==> src/rtl/seven_segment_scanner.sv <==
// Time-multiplexed driver for a 4-digit common-anode 7-segment display with
// per-slot ghosting guard, 8-level brightness PWM and frame-synchronous input latching.
module seven_segment_scanner #(
   parameter int unsigned TICKS_PER_DIGIT = 100000,
   parameter int unsigned BLANK_TICKS     = 2000
) (
   input  logic        clk,
   input  logic        rst_n,
   input  logic [27:0] seg_data_flat,
   input  logic        enable,
   input  logic [2:0]  brightness,
   output logic [3:0]  an,
   output logic [6:0]  seg,
   output logic        frame_start
);

   localparam int unsigned CW      = $clog2(TICKS_PER_DIGIT);
   localparam int unsigned ON_SPAN = TICKS_PER_DIGIT - BLANK_TICKS;

   // Slot count at which the drive phase ends, one entry per brightness level
   localparam int unsigned ON_END [8] = '{
      BLANK_TICKS + (ON_SPAN * 1) / 8,
      BLANK_TICKS + (ON_SPAN * 2) / 8,
      BLANK_TICKS + (ON_SPAN * 3) / 8,
      BLANK_TICKS + (ON_SPAN * 4) / 8,
      BLANK_TICKS + (ON_SPAN * 5) / 8,
      BLANK_TICKS + (ON_SPAN * 6) / 8,
      BLANK_TICKS + (ON_SPAN * 7) / 8,
      BLANK_TICKS + ON_SPAN
   };

   typedef enum logic [1:0] {IDLE, GUARD, DRIVE, DARK} state_t;

   localparam state_t SLOT_FIRST = (BLANK_TICKS == 0) ? DRIVE : GUARD;

   state_t                 state_q, state_d;
   logic [CW-1:0]          cnt_q, cnt_d;
   logic [1:0]             idx_q, idx_d;
   logic [2:0]             bright_q, bright_d;
   logic [3:0][6:0]        shadow_q, shadow_d;
   logic [3:0]             an_d;
   logic [6:0]             seg_d;
   logic                   fs_d;

   // State register; outputs are registered from the next-cycle decode
   always_ff @(posedge clk or negedge rst_n) begin
      if (!rst_n) begin
         state_q     <= IDLE;
         cnt_q       <= '0;
         idx_q       <= '0;
         bright_q    <= '0;
         shadow_q    <= '1;
         an          <= 4'hF;
         seg         <= 7'h7F;
         frame_start <= 1'b0;
      end else begin
         state_q     <= state_d;
         cnt_q       <= cnt_d;
         idx_q       <= idx_d;
         bright_q    <= bright_d;
         shadow_q    <= shadow_d;
         an          <= an_d;
         seg         <= seg_d;
         frame_start <= fs_d;
      end
   end

   // Next-state: enable drop dominates any slot wrap
   always_comb begin
      state_d  = state_q;
      cnt_d    = cnt_q;
      idx_d    = idx_q;
      bright_d = bright_q;
      shadow_d = shadow_q;
      fs_d     = 1'b0;
      if (!enable) begin
         state_d = IDLE;
         cnt_d   = '0;
         idx_d   = '0;
      end else if (state_q == IDLE || cnt_q == CW'(TICKS_PER_DIGIT - 1)) begin
         state_d  = SLOT_FIRST;
         cnt_d    = '0;
         idx_d    = (state_q == IDLE) ? 2'd0 : idx_q + 2'd1;
         bright_d = brightness;
         if (idx_d == 2'd0) begin
            shadow_d = seg_data_flat;
            fs_d     = 1'b1;
         end
      end else begin
         cnt_d = cnt_q + CW'(1);
         case (state_q)
            GUARD:   if (32'(cnt_d) == BLANK_TICKS)      state_d = DRIVE;
            DRIVE:   if (32'(cnt_d) == ON_END[bright_q]) state_d = DARK;
            default: ;
         endcase
      end
   end

   // Output decode of the upcoming cycle
   always_comb begin
      an_d  = 4'hF;
      seg_d = 7'h7F;
      if (state_d == DRIVE) begin
         an_d[idx_d] = 1'b0;
         seg_d       = shadow_d[idx_d];
      end
   end

endmodule

==> config.mk <==
export PLATFORM = sky130hd
export DESIGN_NAME = seven_segment_scanner
export DESIGN_NICKNAME = d
export VERILOG_FILES = /design/src/rtl/seven_segment_scanner.sv
export SDC_FILE = /design/constraint.sdc
export NUM_CORES = 1
export LEC_CHECK = 0
export ABC_CLOCK_PERIOD_IN_PS = 8500
export BUFFER_PORTS_ARGS = -buffer_cell sky130_fd_sc_hd__buf_2
export CAP_MARGIN = 40
export CORE_ASPECT_RATIO = 1.75
export CORE_MARGIN = 5
export CORE_UTILIZATION = 50
export DETAILED_ROUTE_END_ITERATION = 12
export PLACE_DENSITY = 0.72
export SLEW_MARGIN = 0
export SYNTH_ARGS = -nofsm -noshare
export SYNTH_HDL_FRONTEND = slang
export SYNTH_SLANG_ARGS = --single-unit
==> constraint.sdc <==
create_clock -name clk -period 8.5 [get_ports clk]
set_clock_uncertainty 0.15 [all_clocks]
set_input_delay 2.55 -clock clk [delete_from_list [all_inputs] [get_ports clk]]
set_output_delay 2.55 -clock clk [all_outputs]
set_load 0.01 [all_outputs]
======== After elaboration in Yosys (flattened, before gate mapping) ========
Memory sizes are Yosys's and may differ from the RTL's.
Cells that the tools add are included.
word-level totals
  input port bits ......................... 34
  memories kept ........................... 1
  output and inout bits ................... 12
  register bits after elaboration ......... 64
  ROM bits ................................ 256
memory list
  name             words  bits a word  read ports  clocked after memory_dff  wr ports  line  source
  (no name shown)  8      32           1           0                         0         93    DRIVE: if (32'(cnt_d) == ON_END[bright_q]) state_d = DARK;
operators by class
  magnitude comparators ................... 3
  equal/unequal tests ..................... 6
  add/subtract/negate cells ............... 2
  multiplexer cells ....................... 24
  reductions and logical operators ........ 5
  bitwise operators ....................... 2
operators with widths
  cell                     count
  $mux W28                 3
  $mux W32                 2
  $mux W17                 2
  $eq A17 B32 Y1           1
  $add A17 B1 Y17 const B  1
  $eq A17 B11 Y1 const B   1
  $eq A17 B17 Y1 const B   1
  $bmux W7 S2              1
  $mux W2                  7
  $mux W7                  2
  $eq A2 B2 Y1 const B     2
  $ge A4 B4 Y1 const B     1
  $logic_not A2 Y1         2
  $mux W1                  4
  $mux W4                  1
  $not A3 Y4               1
  $not A4 Y4               1
  $pmux W2 S2              1
  $lt A2 B3 Y1 const B     1
  $add A2 B1 Y2 const B    1
  $demux W1 S2             1
  $eq A2 B1 Y1 const B     1
  $ge A2 B1 Y1 const B     1
  $reduce_and A2 Y1        1
  other kinds (2)          2

======== Longest topological paths before layout ========
Gate-level depths: netlist of run 1.
  word-level depth ........................ 11
  depth in mapped cells ................... 11
  depth with buffers taken out ............ 9

======== Worst setup path before layout of run 1 ========
No wires, ideal clock.
  path kind ............................... input-to-reg
  start ................................... input port enable
  end ..................................... register an[1]
  path buffers ............................ 1
  arrival time ............................ 3788 ps
  stages .................................. 8
  path slack .............................. 4497 ps
  setup time .............................. 66 ps
  cell sequence ........................... nand4_1 -> or3_1 -> a31oi_1 -> nand4_1 -> nor4_1 -> a211oi_2 -> buf_2 -> nand4_1
on the way
  cells in the longest elaborated chain, start to end .. 7
ends and longest elaborated chain
  what                                                                       line  source
  from (decl)                                                                10    input logic enable,
  $mux W2                                                                    76    if (!enable) begin
  $lt A2 B3 Y1 (not written as such) / $ge A2 B1 Y1 (equally long branches)  104   an_d[idx_d] = 1'b0;
  $logic_and A1 B1 Y1 (not written as such)                                  104
  $mux W1 (not written as such)                                              104
  $demux W1 S2                                                               104
  $not A4 Y4 (no line)                                                       -
  $mux W4 *                                                                  103   if (state_d == DRIVE) begin
  via an_d[1]                                                                41    logic [3:0] an_d;
  to (signal assigned)                                                       62    an <= an_d;
  to (decl)                                                                  12    output logic [3:0] an,
Mark *: on every way through the listed nets, which the timed path passes. The rest lies on a longest branch.
A chain may end at the register's enable or synchronous reset.

======== Worst setup path after layout of run 1 ========
  start ................................... input port enable
  end ..................................... register seg[6]
on the way
  cells in the longest elaborated chain, start to end .. 4
ends and longest elaborated chain
  what                                        line  source
  $mux W28 / $mux W2 (equally long branches)  76
  $bmux W7 S2                                 105   seg_d = shadow_d[idx_d];
  $mux W7 (not written as such)               105
  $mux W7 *                                   103
  via seg_d[6]                                42    logic [6:0] seg_d;
  to (signal assigned)                        63    seg <= seg_d;
  to (decl)                                   13    output logic [6:0] seg,
Mark *: on every way through the listed nets, which the timed path passes. The rest lies on a longest branch. The select of a mux whose other input is x is not followed.

==> impl_metrics.py, run 1 <==
metrics = {
    "synth": {
        "avgSynthCellArea_um2": 8.997,
        "yosysUniqueCellTypes": 63,
        "synth_ff_type": "dfstp_2",
        "yosysWarnings": 0,
        "syn-instance-count": 420,
        "synth_nets": 464,
        "synthArstFlopShare": 1.000,
        "ys_seq_area_frac": 0.4368,
        "synth-seq-cells": 64,
        "synth-edff-count": 0,
        "synth.cell_area_um2": 3779,
    },
    "clocking": {
        "postCtsSetupRepairBufs": 0,
        "cts_resized": 0,
        "cts-root-buf": "clkbuf_16",
        "cts-hold-fix-buffers": 0,
        "htreeDepth": 3,
        "cts_buffer_depth": 2,
        "clk_pin_slew_ps": 50,
        "clk_latency_ps": 330,
        "cts_tree": "yes",
        "numCtsBuffers": 9,
        "cts_num_sinks": 64,
    },
    "setup_path": {
        "crit_path_start_kind": "primary input",
        "worstSetupEndpointType": "flop",
        "path_max_fanout": 19,
        "critical_path.slowest_cell": "a21boi_2",
        "cpPeakStageDelay_ps": 670,
        "crit_arrival_ps": 4150,
        "cp.required_ps": 8620,
        "path_cells": "buf_2, nor2b_1, a21boi_2, o21ai_0, o32a_1, nand3_1",
        "worstSetupPathType": "in -> reg",
    },
    "timing": {
        "fin_tns_setup_ps": 0,
        "fmax_mhz": 248.3,
        "timing.final.crit_share": 0.4738,
        "worst_pin_slew_ps": 829.5,
        "drv_slew": 0,
        "relSlewSlack": 0.4464,
        "holdWs_ps": 307.1,
        "finalCriticalPeriod_ps": 4027,
        "setup-violations-final": 0,
        "hold_viol": 0,
        "rsz0062_at_grt": "no",
    },
    "run": {
        "maxCapViolCount": 0,
    },
    "layout": {
        "layout-drive-gt1-share": 0.2576,
        "multi_input_area_um2": 1939,
        "antenna_cells": 0,
        "regArea_um2": 1650,
        "final_cell_mix": "nand2_1, buf_2, dfstp_2, nor2_1, dfrtp_1",
        "final_common_cell": "nand2_1",
        "fill_cells": 691,
        "synthToLayoutAreaGrowth_pct": 13.41,
        "layout.nets": 497,
    },
    "floorplan": {
        "core_um2": 7462,
        "rows": 42,
        "die_y_um": 125,
        "initial_core_util": 0.5064,
        "dieWidth_um": 75.72,
        "io_pins": 46,
        "die-area_um2": 9464,
    },
    "routing": {
        "drtIter0Drc": 161,
        "drt-met1-wl_um": 3360,
        "ant_nets": 0,
        "wire_per_inst_um": 16.67,
        "highest_layer": "met4",
        "drc": 0,
        "num_vias": 3175,
        "via_per_inst": 5.815,
        "dr.pass1.iters": 6,
        "wl_um": 9103,
        "wl_met2_um": 5149,
        "met3_length_um": 354,
    },
    "power": {
        "leakage_nw": 1.822,
        "finalPower_mw": 1.221,
        "power.switching_fraction": 0.3275,
        "p_sw_uw": 399.9,
        "clockPowerShare": 0.290,
        "powerDensity_nw_per_um2": 284.9,
        "power_frac_comb": 0.299,
        "seqPwrFrac": 0.410,
        "p_int_uw": 821.1,
        "ir_drop_mv": 0.2160,
    },
    "placed_design": {
        "place_congestion": 0.9216,
        "port_buffers": 45,
        "hpwl_um": 6595,
    },
    "worst_hold_path": {
        "min_path_type": "reg -> reg",
    },
    "global_route": {
        "antenna_found_initial": 0,
        "grt_max_degree": 65,
        "grt_pass1_wl_um": 15690,
        "grt_overflow_total": 0,
        "grt_pass1_vias": 3359,
        "grt_use_total": 0.2132,
    },
    "outcome": {
        "status": "complete, no violations",
    },
}
-- cell families (layout without fill, tap and decap cells) --
| group | after synthesis | count (layout) | share of synthesized area |
|---|---|---|---|
| mux | 9 | 9 | 0.02483 |
| flops | 64 | 64 | 0.4368 |
| compound gates | 67 | 67 | 0.1278 |
| xor+xnor | 19 | 19 | 0.05861 |
| fa+ha+maj | 10 | 10 | 0.03311 |
| buf+inv | 40 | 78 | 0.05000 |
| simple gates | 211 | 211 | 0.2689 |
-- flip-flops by register name, indices dropped and copies added, names as in the netlist --
| register | cells |
|---|---|
| cnt_q | 17 |
| bright_q | 3 |
| frame_start | 1 |
| seg | 7 |
| shadow_q | 28 |
| an | 4 |
| state_q | 2 |
| idx_q | 2 |
-- per-stage QoR --
stage | worst slack [ps] | instance area, µm² | utilization | cells
finish | 4473 | 4285 | 0.5743 | 546
global route | 4319 | 4285 | 0.5743 | 546
CTS | 4481 | 4285 | 0.5743 | 546
detailed placement | 4136 | 4004 | 0.5366 | 530
global placement | 4203 | 4004 | 0.5366 | 530
floorplan | 4497 | 3779 | - | 420
-- cell usage after synthesis, types with 3 or more instances --
library cell	instances	area (µm²)
nand2_1	101	379.1
dfstp_2	39	1025
nor2_1	29	108.9
dfrtp_1	25	625.6
nand3_1	15	75.07
o22ai_1	14	87.58
buf_2	12	60.06
inv_1	12	45.04
ha_1	10	125.1
xnor2_1	10	87.58
nand4_1	9	56.30
nor3_1	9	45.04
nor4_1	9	56.30
clkbuf_1	8	30.03
nor2b_1	7	43.79
o21ai_0	7	35.03
o21ai_1	7	35.03
o32a_1	7	70.07
a21oi_1	6	30.03
mux2i_1	6	60.06
a31oi_1	5	31.28
or3_1	5	31.28
xor2_1	5	43.79
and2_1	4	25.02
or2_2	4	25.02
xnor3_1	4	90.09
mux2_2	3	33.78
nand3b_1	3	22.52
-- area by class of cell --
cell class / instances / area share
inverters: 13 / 0.01139
multi-input cells: 316 / 0.4526
well taps: 88 / 0.02569
repair buffers: 49 / 0.05956
clock buffers: 12 / 0.05518
flip-flops and latches: 64 / 0.3851
clock inverters: 4 / 0.01051
-- critical path, delay by kind of cell --
kind | cells | cell delay (ps)
AOI/OAI and AO/OA | 3 | 1060
buffers and inverters | 1 | 150
and+or+nand+nor | 2 | 380
-- layer usage --
metal / vias to the layer above / GRT usage
li1: 1532 / -
met1: 1551 / 0.2394
met2: 75 / 0.3673
met3: 17 / 0.04337
met4: 0 / 0.1050
met5: - / 0
-- worst paths after layout --
check / from / endpoint / slack [ps] / cells after the start
min in group asynchronous: rst_n / bright_q[2]$_DFFE_PN0P_ / 2240 / 2
max: enable / seg[6]$_DFF_PN1_ / 4470 / 6
min: shadow_q[5]$_DFF_PN1_ / shadow_q[5]$_DFF_PN1_ / 310 / 2
max in group asynchronous: rst_n / cnt_q[6]$_DFF_PN0_ / 5430 / 2
max reg2reg: cnt_q[0]$_DFF_PN0_ / an[1]$_DFF_PN1_ / 4870 / 8
min reg2reg: shadow_q[5]$_DFF_PN1_ / shadow_q[5]$_DFF_PN1_ / 310 / 2
-- power groups by stage --
stage | logic [mW] | clock network (mW) | registers (mW)
4_1_cts | 0.368 | 0.362 | 0.501
2_1_floorplan | 0.300 | 0 | 0.474
6_report | 0.366 | 0.354 | 0.501
3_5_place_dp | 0.363 | 0 | 0.506
3_3_place_gp | 0.357 | 0 | 0.500
5_1_grt | 0.411 | 0.377 | 0.513
Note: power is estimated with default switching activity, not from simulation.
==> run 2, diff against run 1 <==
--- a/config.mk
+++ b/config.mk
@@ -5,7 +5,7 @@
 export SDC_FILE = /design/constraint.sdc
 export NUM_CORES = 1
 export LEC_CHECK = 0
-export ABC_CLOCK_PERIOD_IN_PS = 8500
+export ABC_CLOCK_PERIOD_IN_PS = 4090
 export BUFFER_PORTS_ARGS = -buffer_cell sky130_fd_sc_hd__buf_2
 export CAP_MARGIN = 40
 export CORE_ASPECT_RATIO = 1.75
==> constraint.sdc (replaced) <==
create_clock -name clk -period 4.09 [get_ports clk]
set_clock_uncertainty 0.15 [all_clocks]
set_input_delay 1.227 -clock clk [delete_from_list [all_inputs] [get_ports clk]]
set_output_delay 1.227 -clock clk [all_outputs]
set_load 0.01 [all_outputs]
==> run 2 against run 1 <==
Against the previous run:
- non-clock buffer count grew 3
- via count grew 1.8%
- first-iteration DRC count is 24% higher
- sequential share of layout area decreased by 0.15 points
- utilization is 0.22 points higher
- flip-flop and latch count unchanged
- register-to-register slack worse by 4100 ps
- combinational power grew 120%
- routed wire length is 4.1% higher
- setup slack lost 3700 ps
- cell count increased by 0.55%
- final area rose by 0.38%
==> impl_metrics.py, run 2 (synthesis gave the netlist of run 1 again) <==
metrics = {
    "outcome": {
        "status": "complete, no violations",
    },
    "global_route": {
        "antenna_found_initial": 0,
        "grt_pass1_wl_um": 15600,
        "grt_pass1_vias": 3235,
        "grt_use_total": 0.2163,
        "grt_max_degree": 44,
        "grt_overflow_total": 0,
    },
    "routing": {
        "via_per_inst": 5.887,
        "wl_um": 9475,
        "ant_nets": 0,
        "drc": 0,
        "drtIter0Drc": 200,
        "num_vias": 3232,
        "wire_per_inst_um": 17.26,
        "dr.pass1.iters": 6,
    },
    "placed_design": {
        "place_congestion": 1.015,
        "hpwl_um": 6990,
        "dp.cells": 533,
        "port_buffers": 45,
        "dpl_worst_slack_ps": 848.3,
    },
    "clocking": {
        "cts-root-buf": "clkbuf_16",
        "clk_latency_ps": 330,
        "htreeDepth": 3,
        "numCtsBuffers": 9,
        "cts_num_sinks": 64,
        "cts_resized": 0,
        "cts_buffer_depth": 2,
        "cts-hold-fix-buffers": 0,
        "clk_pin_slew_ps": 50,
        "postCtsSetupRepairBufs": 0,
        "cts_tree": "yes",
    },
    "timing": {
        "fmax_mhz": 299.4,
        "timing.final.crit_share": 0.8166,
        "drv_slew": 0,
        "finalWorstSetupSlack_ps": 750.2,
        "relSlewSlack": 0.4625,
        "holdWs_ps": 306.6,
        "hold_viol": 0,
        "rsz0062_at_grt": "no",
        "worst_pin_slew_ps": 801.5,
        "finalCriticalPeriod_ps": 3340,
        "setup-violations-final": 0,
        "fin_tns_setup_ps": 0,
    },
    "floorplan": {
        "die_y_um": 125,
        "io_pins": 46,
        "core_um2": 7462,
        "die-area_um2": 9464,
        "dieWidth_um": 75.72,
        "initial_core_util": 0.5064,
        "rows": 42,
    },
    "setup_path": {
        "cp.required_ps": 4170,
        "crit_path_start_kind": "flop",
        "worstSetupEndpointType": "flop",
        "path_max_fanout": 16,
        "worstSetupPathType": "reg -> reg",
        "crit_arrival_ps": 3420,
        "rrSetupSlack_ps": 750,
    },
    "layout": {
        "final_util": 0.5765,
        "layout.nets": 500,
        "final_cell_mix": "nand2_1, buf_2, dfstp_2, nor2_1, dfrtp_1",
        "regMostFlops": "shadow_q",
        "fill_cells": 676,
        "largest_register_ffs": 28,
        "stdcell_count": 549,
        "layout-drive-gt1-share": 0.2668,
        "final_common_cell": "nand2_1",
        "synthToLayoutAreaGrowth_pct": 13.84,
        "antenna_cells": 0,
        "top_regs": "shadow_q: 28 flops, cnt_q: 17 flops, seg: 7 flops",
    },
    "run": {
        "maxCapViolCount": 0,
    },
    "power": {
        "leakage_nw": 1.831,
        "ir_drop_mv": 0.3955,
        "powerDensity_nw_per_um2": 582.5,
    },
    "worst_hold_path": {
        "min_path_type": "reg -> reg",
    },
}
## run 2: final cells by class
cell class,instances,area (µm²),area share
timing repair buffer,52,287.8,0.06690
clock buffer,10,229.0,0.05323
multi-input combinational,316,1939,0.4508
clock inverter,6,36.28,0.008435
sequential,64,1650,0.3837
inverter,13,48.80,0.01134
tap,88,110.1,0.02560
## run 2: power by group
part	leakage, nW	total, mW	switching [mW]	internal (mW)
clock	0.132	0.683	0.277	0.406
combinational	0.952	0.792	0.438	0.354
sequential	0.748	1.03	0.135	0.895
total	1.83	2.51	0.850	1.66
## run 2: critical path, stage by stage, from the launching register on
cell and delay [ps]:
dfrtp_1 580, nand4_2 430, nor4_1 770, xor2_1 220, nor4b_2 420, a21oi_1 140, a211oi_2 210, buf_4 210
nand4b_1 110
## run 2: per-layer routing
layer,vias to the layer above,wire [µm],GRT usage
li1,1536,-,-
met1,1552,3498,0.2284
met2,101,5035,0.3653
met3,43,381,0.04819
met4,0,558,0.1452
met5,-,0,0
## run 2: worst paths after layout
kind / endpoint / startpoint / cells after the start
max: an[0]$_DFF_PN1_ / cnt_q[4]$_DFF_PN0_ / 8
min: shadow_q[18]$_DFF_PN1_ / shadow_q[18]$_DFF_PN1_ / 2
max reg2reg: an[0]$_DFF_PN1_ / cnt_q[4]$_DFF_PN0_ / 8
min reg2reg: shadow_q[18]$_DFF_PN1_ / shadow_q[18]$_DFF_PN1_ / 2
max in group asynchronous: shadow_q[20]$_DFF_PN1_ / rst_n / 2
min in group asynchronous: bright_q[1]$_DFFE_PN0P_ / rst_n / 1
## run 2: per-stage QoR
| step | area (µm²) | total power [mW] |
|---|---|---|
| after floorplan | 3779 | 1.607 |
| after global placement | 4031 | 1.801 |
| after detailed placement | 4036 | 1.829 |
| after CTS | 4302 | 2.520 |
| after global routing | 4302 | 2.672 |
| final | 4302 | 2.506 |
==> run 3, diff against run 2 <==
--- a/config.mk
+++ b/config.mk
@@ -5,14 +5,15 @@
 export SDC_FILE = /design/constraint.sdc
 export NUM_CORES = 1
 export LEC_CHECK = 0
-export ABC_CLOCK_PERIOD_IN_PS = 4090
+export ABC_AREA = 1
+export ABC_CLOCK_PERIOD_IN_PS = 3180
 export BUFFER_PORTS_ARGS = -buffer_cell sky130_fd_sc_hd__buf_2
 export CAP_MARGIN = 40
 export CORE_ASPECT_RATIO = 1.75
 export CORE_MARGIN = 5
 export CORE_UTILIZATION = 50
 export DETAILED_ROUTE_END_ITERATION = 12
-export PLACE_DENSITY = 0.72
+export PLACE_DENSITY = 0.73
 export SLEW_MARGIN = 0
 export SYNTH_ARGS = -nofsm -noshare
 export SYNTH_HDL_FRONTEND = slang
==> constraint.sdc (replaced) <==
create_clock -name clk -period 3.18 [get_ports clk]
set_clock_uncertainty 0.15 [all_clocks]
set_input_delay 0.954 -clock clk [delete_from_list [all_inputs] [get_ports clk]]
set_output_delay 0.954 -clock clk [all_outputs]
set_load 0.01 [all_outputs]
==> run 3 against run 2 <==
Against the previous run:
- cell count is 11% higher
- non-clock buffer count decreased by 3
- critical endpoint is now seg[3]$_DFF_PN1_
- global-route usage shrank 0.30 points
- synthesized area is 6.7% lower
- via count decreased by 2.4%
- fmax is 24% higher
- worst hold slack improved by 18 ps
- power is 2.2% higher
- highest routed layer unchanged
- critical path depth rose by 6
- synthesized cell count grew 12%
- largest power group unchanged
==> impl_metrics.py, run 3 <==
metrics = {
    "power": {
        "leakage_nw": 2.024,
        "power_frac_comb": 0.200,
        "power.switching_fraction": 0.2859,
        "powerDensity_nw_per_um2": 622.2,
        "finalPower_mw": 2.560,
        "seqPwrFrac": 0.429,
        "p_sw_uw": 731.9,
        "p_int_mw": 1.828,
        "clockPowerShare": 0.371,
        "ir_drop_mv": 0.5715,
    },
    "placed_design": {
        "place_congestion": 0.9003,
        "dpl_worst_slack_ps": 504.7,
        "hpwl_um": 6567,
        "port_buffers": 45,
    },
    "layout": {
        "largest_register_ffs": 28,
        "regMostFlops": "shadow_q",
        "layout-drive-gt1-share": 0.2433,
        "layout.nets": 565,
        "final_common_cell": "nand2_1",
        "top_regs": "shadow_q: 28 flops, cnt_q: 17 flops, seg: 7 flops",
        "synthToLayoutAreaGrowth_pct": 16.67,
        "final_cell_mix": "nand2_1, nor2_1, buf_2, dfstp_2, inv_1",
        "antenna_cells": 0,
    },
    "routing": {
        "ant_nets": 0,
        "num_vias": 3155,
        "drc": 0,
        "dr.pass1.iters": 4,
        "drtIter0Drc": 138,
        "wl_um": 8658,
        "via_per_inst": 5.172,
        "wire_per_inst_um": 14.19,
    },
    "setup_path": {
        "cp.required_ps": 3260,
        "worstSetupStartpoint": "cnt_q[0]$_DFF_PN0_",
        "worstSetupPathType": "reg -> reg",
        "rrSetupSlack_ps": 490,
        "crit_buf_inv": 0,
        "critical_path.slowest_cell": "dfrtp_1",
        "reg2reg_from": "cnt_q[0]$_DFF_PN0_",
        "worstSetupEndpointType": "flop",
        "cpPeakStageDelay_ps": 450,
        "cpMostUsedCell": "nand2_1",
        "critical_path.endpoint": "seg[3]$_DFF_PN1_",
        "path_cells": "ha_1, nand2_2, nor2_1, nand2_1, nor2_1, nand2_1, nand2_1, nand2_1, nor2_1, nand3_1, nand2_1, nand2_1, a21oi_4, nand3_1",
        "path_depth": 14,
        "crit_arrival_ps": 2770,
        "crit_path_start_kind": "flop",
        "r2r_cells": 14,
        "reg2reg_to": "seg[3]$_DFF_PN1_",
        "path_max_fanout": 12,
        "cp_top_family": "simple AND/OR/NAND/NOR gates",
    },
    "clocking": {
        "clk_latency_ps": 330,
        "htreeDepth": 3,
        "cts_num_sinks": 64,
        "numCtsBuffers": 9,
        "cts_buffer_depth": 2,
        "cts-hold-fix-buffers": 0,
        "cts_tree": "yes",
        "cts_resized": 0,
        "postCtsSetupRepairBufs": 0,
        "cts-root-buf": "clkbuf_16",
        "clk_pin_slew_ps": 50,
    },
    "floorplan": {
        "die-area_um2": 8900,
        "dieWidth_um": 73.49,
        "io_pins": 46,
        "rows": 40,
        "initial_core_util": 0.5144,
        "core_um2": 6857,
        "die_y_um": 121.1,
    },
    "synth": {
        "synth_ff_type": "dfstp_2",
        "yosysMostFrequentCell": "nand2_1",
        "synth_top_area_frac": 0.2905,
        "synth.cell_area_um2": 3527,
        "synth_top_cell_by_area": "dfstp_2",
        "synth-edff-count": 0,
        "synthArstFlopShare": 1.000,
        "synth_nets": 514,
        "synthAdderAreaFrac": 0.03547,
        "yosysUniqueCellTypes": 28,
        "avgSynthCellArea_um2": 7.505,
        "yosysWarnings": 0,
        "synth_mux_area_frac": 0,
        "ys_top_cells_by_count": "nand2_1, nor2_1, dfstp_2",
        "synth-simple-area-share": 0.3884,
        "synth_area_leaders": "dfstp_2, nand2_1, dfrtp_1",
        "ys_seq_area_frac": 0.4679,
        "synth_top_family_by_area": "simple AND/OR/NAND/NOR gates",
        "synth-seq-cells": 64,
        "syn-instance-count": 470,
        "synth_compound_area_frac": 0.03228,
        "synthXorXnorAreaFrac": 0.01490,
    },
    "timing": {
        "drv_slew": 0,
        "rsz0062_at_grt": "no",
        "fmax_mhz": 372.1,
        "hold_viol": 0,
        "timing.final.crit_share": 0.8451,
        "relSlewSlack": 0.6565,
        "worst_pin_slew_ps": 515.3,
        "fin_tns_setup_ps": 0,
        "setup-violations-final": 0,
        "finalCriticalPeriod_ps": 2687,
        "holdWs_ps": 324.4,
        "finalWorstSetupSlack_ps": 492.5,
    },
    "global_route": {
        "grt_max_degree": 44,
        "grt_use_total": 0.2134,
        "antenna_found_initial": 0,
        "grt_pass1_wl_um": 14410,
        "grt_overflow_total": 0,
        "grt_pass1_vias": 3266,
    },
    "worst_hold_path": {
        "hp-start": "shadow_q[27]$_DFF_PN1_",
        "min_path_type": "reg -> reg",
    },
    "outcome": {
        "status": "complete, no violations",
    },
    "run": {
        "maxCapViolCount": 0,
    },
}
run 3: worst min path at each step:
stage                                   to  slack [ps]  depth (start not counted)
finish              shadow_q[27]$_DFF_PN1_         320                          2
global route        shadow_q[19]$_DFF_PN1_         340                          2
CTS                 shadow_q[27]$_DFF_PN1_         330                          2
detailed placement  shadow_q[14]$_DFF_PN1_         320                          2
global placement    shadow_q[19]$_DFF_PN1_         320                          2
floorplan            shadow_q[0]$_DFF_PN1_         300                          2
run 3: metrics by stage:
step | utilization | cell area [µm²] | instances
after floorplan | - | 3527 | 470
after global placement | 0.5571 | 3820 | 594
after detailed placement | 0.5571 | 3820 | 594
after CTS | 0.6002 | 4115 | 610
after global routing | 0.6002 | 4115 | 610
final | 0.6002 | 4115 | 610
run 3: routing by layer:
layer,part of all wire,up-vias,global-route usage
li1,-,1570,-
met1,0.35,1484,0.2082
met2,0.57,78,0.3917
met3,0.039,23,0.05473
met4,0.038,0,0.1145
met5,0,-,0
run 3: area by class of cell:
type                            count  area [µm²]
Clock inverter                      2       10.01
Sequential cell                    64        1650
Inverter                           36       135.1
Multi-Input combinational cell    361        1662
Fill cell                         613        2741
Clock buffer                       14       285.3
Tap cell                           84       105.1
Timing Repair Buffer               49       267.8
run 3: logic make-up after synthesis:
kind of cell	after synthesis
buffers and inverters	45
xor gates and xnor gates	6
AOI/OAI and AO/OA	19
and+or+nand+nor	326
DFF	64
adders and majority gates	10
run 3: power groups by stage:
stage | Combinational [mW] | Sequential [mW] | Clock [mW]
after floorplan | 0.380 | 1.10 | 0
after global placement | 0.491 | 1.10 | 0
after detailed placement | 0.505 | 1.11 | 0
after CTS | 0.515 | 1.10 | 0.970
after global routing | 0.589 | 1.11 | 1.01
final | 0.512 | 1.10 | 0.950
run 3: tightest hold or removal path: stages, from the launching register on:
cell	delay, ps
dfstp_2	350
nand2_1	50
nand2_1	60
